--- config.mk ---
export PLATFORM = sky130hd
export DESIGN_NAME = bit_serializer
export DESIGN_NICKNAME = d
export VERILOG_FILES = /design/src/rtl/bit_serializer_pkg.sv /design/src/rtl/ser_shreg.sv /design/src/rtl/bit_serializer.sv
export SDC_FILE = /design/constraint.sdc
export NUM_CORES = 1
export LEC_CHECK = 0
export CORE_MARGIN = 4
export CORE_UTILIZATION = 53
export CTS_CLUSTER_DIAMETER = 120
export DETAILED_ROUTE_END_ITERATION = 6
export PLACE_DENSITY_LB_ADDON = 0.05
export SYNTH_ARGS = -nofsm -noshare
export SYNTH_HDL_FRONTEND = slang
export SYNTH_SLANG_ARGS = --single-unit
--- constraint.sdc ---
create_clock -name clk -period 2.9 [get_ports clk]
set_input_delay 0.58 -clock clk [delete_from_list [all_inputs] [get_ports clk]]
set_output_delay 0.58 -clock clk [all_outputs]
set_load 0.005 [all_outputs]
--- src/rtl/bit_serializer_pkg.sv ---
// bit_serializer_pkg: shared FSM states and default sizes for the bit serializer
package bit_serializer_pkg;
    typedef enum logic [1:0] {IDLE, SHIFT, GAP} state_t;
    localparam int DEF_WIDTH = 8;
    localparam int DEF_GAP = 0;
endpackage

--- src/rtl/ser_shreg.sv ---
// ser_shreg: loadable shift register emitting one bit per shift from the end chosen at load
module ser_shreg import bit_serializer_pkg::*; #(
    parameter int WIDTH = DEF_WIDTH
) (
    input  logic             clk,
    input  logic             rst,
    input  logic             load,
    input  logic             shift,
    input  logic             msb_first,
    input  logic [WIDTH-1:0] data_in,
    output logic             ser
);
    logic [WIDTH-1:0] q;
    logic dir;
    always_ff @(posedge clk) begin
        if (rst) begin
            q <= '0;
            dir <= 1'b0;
        end else if (load) begin
            q <= data_in;
            dir <= msb_first;
        end else if (shift) begin
            q <= dir ? q << 1 : q >> 1;
        end
    end
    assign ser = dir ? q[WIDTH-1] : q[0];
endmodule

--- src/rtl/bit_serializer.sv ---
// bit_serializer: turns handshaked words of 1..WIDTH bits into a gapless serial bit stream
module bit_serializer import bit_serializer_pkg::*; #(
    parameter int WIDTH = DEF_WIDTH,
    parameter int GAP = DEF_GAP
) (
    input  logic                       clk,
    input  logic                       rst,
    input  logic                       load_valid,
    output logic                       load_ready,
    input  logic [WIDTH-1:0]           data_in,
    input  logic [$clog2(WIDTH+1)-1:0] len,
    input  logic                       msb_first,
    output logic                       x,
    output logic                       x_valid,
    output logic                       done,
    output logic                       busy
);
    localparam int LW = $clog2(WIDTH+1);
    localparam int GW = GAP > 0 ? $clog2(GAP+1) : 1;
    state_t state;
    logic [LW-1:0] cnt, n;
    logic [GW-1:0] gcnt;
    logic [WIDTH-1:0] aligned;
    logic xfer, last, ser;
    always_comb begin
        n = (len == '0 || int'(len) > WIDTH) ? LW'(WIDTH) : len;
        // msb-first words are left-aligned so bit n-1 sits at the top of the register
        aligned = msb_first ? data_in << (WIDTH - int'(n)) : data_in;
        last = state == SHIFT && cnt == LW'(1);
        load_ready = !rst && (state == IDLE || (GAP == 0 && last));
        xfer = load_valid && load_ready;
        x = x_valid & ser;
    end
    always_ff @(posedge clk) begin
        if (rst) begin
            state <= IDLE;
            cnt <= '0;
            gcnt <= '0;
            x_valid <= 1'b0;
            done <= 1'b0;
            busy <= 1'b0;
        end else if (xfer) begin
            state <= SHIFT;
            cnt <= n;
            x_valid <= 1'b1;
            done <= n == LW'(1);
            busy <= 1'b1;
        end else if (last) begin
            state <= GAP > 0 ? bit_serializer_pkg::GAP : IDLE;
            cnt <= '0;
            gcnt <= GW'(GAP);
            x_valid <= 1'b0;
            done <= 1'b0;
            busy <= GAP > 0;
        end else if (state == SHIFT) begin
            cnt <= cnt - 1'b1;
            done <= cnt == LW'(2);
        end else if (state == bit_serializer_pkg::GAP) begin
            if (gcnt == GW'(1)) begin
                state <= IDLE;
                busy <= 1'b0;
            end
            gcnt <= gcnt - 1'b1;
        end
    end
    ser_shreg #(.WIDTH(WIDTH)) u_shreg (
        .clk(clk),
        .rst(rst),
        .load(xfer),
        .shift(state == SHIFT),
        .msb_first(msb_first),
        .data_in(aligned),
        .ser(ser)
    );
endmodule

==> flow_metrics.py <==
metrics = {
    "grt": {
        "grt_pass1_wl_um": 6270,
        "grt_max_degree": 28,
        "antenna_found_initial": 0,
        "grt_pass1_vias": 1351,
        "track_usage": 0.236,
        "grt-ovfl-total": 0,
    },
    "logic_synthesis": {
        "synth_edf_count": 0,
        "synth_top_family_by_area": "simple AND/OR/NAND/NOR gates",
        "synth_mux_area_frac": 0.0936,
        "syn_avg_cell_area_sq_um": 7.85,
        "syn_inst": 172,
        "synth.most_common_cell": "nand2_1",
        "yosysSeqAreaShare": 0.237,
        "synth_xor_area_frac": 0.0315,
        "synth_compound_area_frac": 0.269,
        "synth_cell_types": 45,
        "synthTopCellsByArea": "dfxtp_1, nand2_1, mux2i_1",
        "synth_top_area_share": 0.237,
        "async_flop_share": 0,
        "yosys-top-cells-count": "nand2_1, dfxtp_1, nor2_1",
        "yosys.area_share.simple": 0.272,
        "ys_seq_elements": 16,
        "synth_top_area_cell": "dfxtp_1",
        "synth_top_flop_cell": "dfxtp_1",
        "syn_area_sq_um": 1350,
        "synthAdderAreaFrac": 0.0463,
        "synth_fp_nets": 193,
        "ys_warn_count": 0,
    },
    "cts": {
        "cts_resized": 0,
        "cts_hold_buf": 0,
        "cts_sinks": 16,
        "cts_buffer_depth": 2,
        "cts_tree": "done",
        "cts_buffers": 3,
        "path_clk_slew_ns": 0.10,
        "clk_latency_ns": 0.30,
        "root_buffer": "clkbuf_4",
        "postCtsSetupBuffers": 0,
        "htree_levels": 1,
    },
    "critical_path": {
        "arrival_ns": 2.16,
        "start_kind": "flip-flop",
        "crit_path_end_kind": "primary output",
        "crit_type": "flip-flop to primary output",
        "crit_fanout": 5,
        "required_ns": 2.32,
        "reg2regPathDepth": 7,
    },
    "sta": {
        "slew_headroom": 0.644,
        "fin_crit_ns": 2.74,
        "setup_violations": 0,
        "hold_viol_final": 0,
        "finalCritPeriodShare": 0.944,
        "skew_ns": 0.00634,
        "fin_ws_ns": 0.161,
        "slew_viol_final": 0,
        "timing.fmax_mhz": 365,
        "rsz0062_at_grt": "false",
        "whs_ns": 0.517,
        "worst_slew_pin_slew_ns": 0.521,
    },
    "final_layout": {
        "syn2layout_area_growth_pct": 23.4,
        "drive_gt1_frac": 0.122,
        "postLayoutCoreUtil": 0.678,
        "fin_nets": 219,
        "layout.cell_area.non_filler_sq_um": 1670,
        "antenna_cells": 0,
        "fillers": 227,
    },
    "pwr": {
        "peakVddDrop_uv": 283,
        "powerDensity_nw_per_um2": 389,
        "cellLeakagePower_nw": 0.606,
    },
    "place": {
        "dpl.hpwl_um": 2890,
        "pre_cts_slack_ns": -0.00530,
        "placed_area_sq_um": 1630,
        "port_buffers": 20,
        "place_congestion": 0.877,
    },
    "floorplanning": {
        "die_w_um": 58.5,
        "die_y_um": 58.5,
        "core_area_sq_um": 2450,
        "ios": 21,
        "die-area_sq_um": 3420,
        "rows": 18,
        "initial_core_util": 0.550,
    },
    "drt": {
        "ant_nets": 0,
        "via_per_inst": 6.32,
        "drtPass1Iterations": 4,
        "vias": 1434,
        "wire_per_inst_um": 16.5,
        "remaining_drc_errors": 0,
        "drt_iter0_markers": 72,
        "wirelength_um": 3750,
    },
    "min_path": {
        "hold_path.class": "flip-flop to flip-flop",
        "hold_depth": 2,
    },
    "run_status": {
        "status": "complete, no violations",
    },
    "run": {
        "drv_cap": 0,
    },
}
-- area by class of cell --
cell class,instances,area [sq um],area share
inverters,7,26.3,0.0158
well taps,30,37.5,0.0225
flip-flops and latches,16,320,0.192
repair buffers,31,283,0.170
clock buffers,4,36.3,0.0218
multi-input cells,139,962,0.578
-- power by group --
part,internal (mW),switching [mW]
Clock,0.0766,0.0787
Sequential,0.241,0.0217
Combinational,0.109,0.121
Total,0.427,0.221
-- layout by cell type, fill, tap and decap left out, types with 3 or more instances in the layout --
cell type / count
a21oi_1: 8
ha_1: 5
mux2i_1: 7
o211ai_1: 3
mux2_2: 3
nor3_1: 12
a2111oi_0: 3
a31oi_1: 3
inv_1: 7
a22oi_1: 3
clkbuf_4: 3
clkdlybuf4s50_1: 20
nand2b_1: 4
a311oi_1: 4
nand2_1: 19
nor2_1: 15
nor4_1: 3
dfxtp_1: 16
buf_4: 11
a211oi_1: 4
a221oi_1: 6
nor2b_1: 4
-- kinds of logic (layout without fill, tap and decap cells) --
group	after synthesis	in the layout
xor gates and xnor gates	4	4
adders and majority gates	5	5
AOI/OAI and AO/OA	47	47
muxes	11	11
buffers and inverters	17	42
DFF	16	16
and+or+nand+nor	72	72
-- metrics by stage --
stage | setup TNS, ns | power, mW | cells
after floorplan | 0 | 0.408 | 172
after global placement | 0 | 0.486 | 223
after detailed placement | -0.00530 | 0.493 | 223
after CTS | 0 | 0.643 | 227
after global routing | 0 | 0.683 | 227
final | 0 | 0.648 | 227
-- worst paths after layout --
path	start	endpoint	slack, ns
worst min register to register	done	done	0.52
worst max-delay path	cnt[1]	load_ready	0.16
worst max register to register	cnt[1]	u_shreg.q[4]	0.83
worst min-delay path	done	done	0.52
-- flip-flops by register name (all words and copies together) (netlist names) --
signal       count
u_shreg.q        8
x_valid          1
u_shreg.dir      1
state            1
done             1
cnt              4
-- critical path, stage by stage, from the launching register on --
cell and delay, ns:
dfxtp_1 0.35, inv_1 0.08, ha_1 0.18, or3b_4 0.42, and2_1 0.21, nor2_1 0.10, clkdlybuf4s50_1 0.51
-- metal layers --
metal / routed length [um] / global-route usage / up-vias
li1: - / - / 707
met1: 1760 / 0.316 / 665
met2: 1700 / 0.378 / 56
met3: 247 / 0.0439 / 6
met4: 41 / 0.0795 / 0
met5: 0 / 0 / -
(Power assumes the default switching activity.)
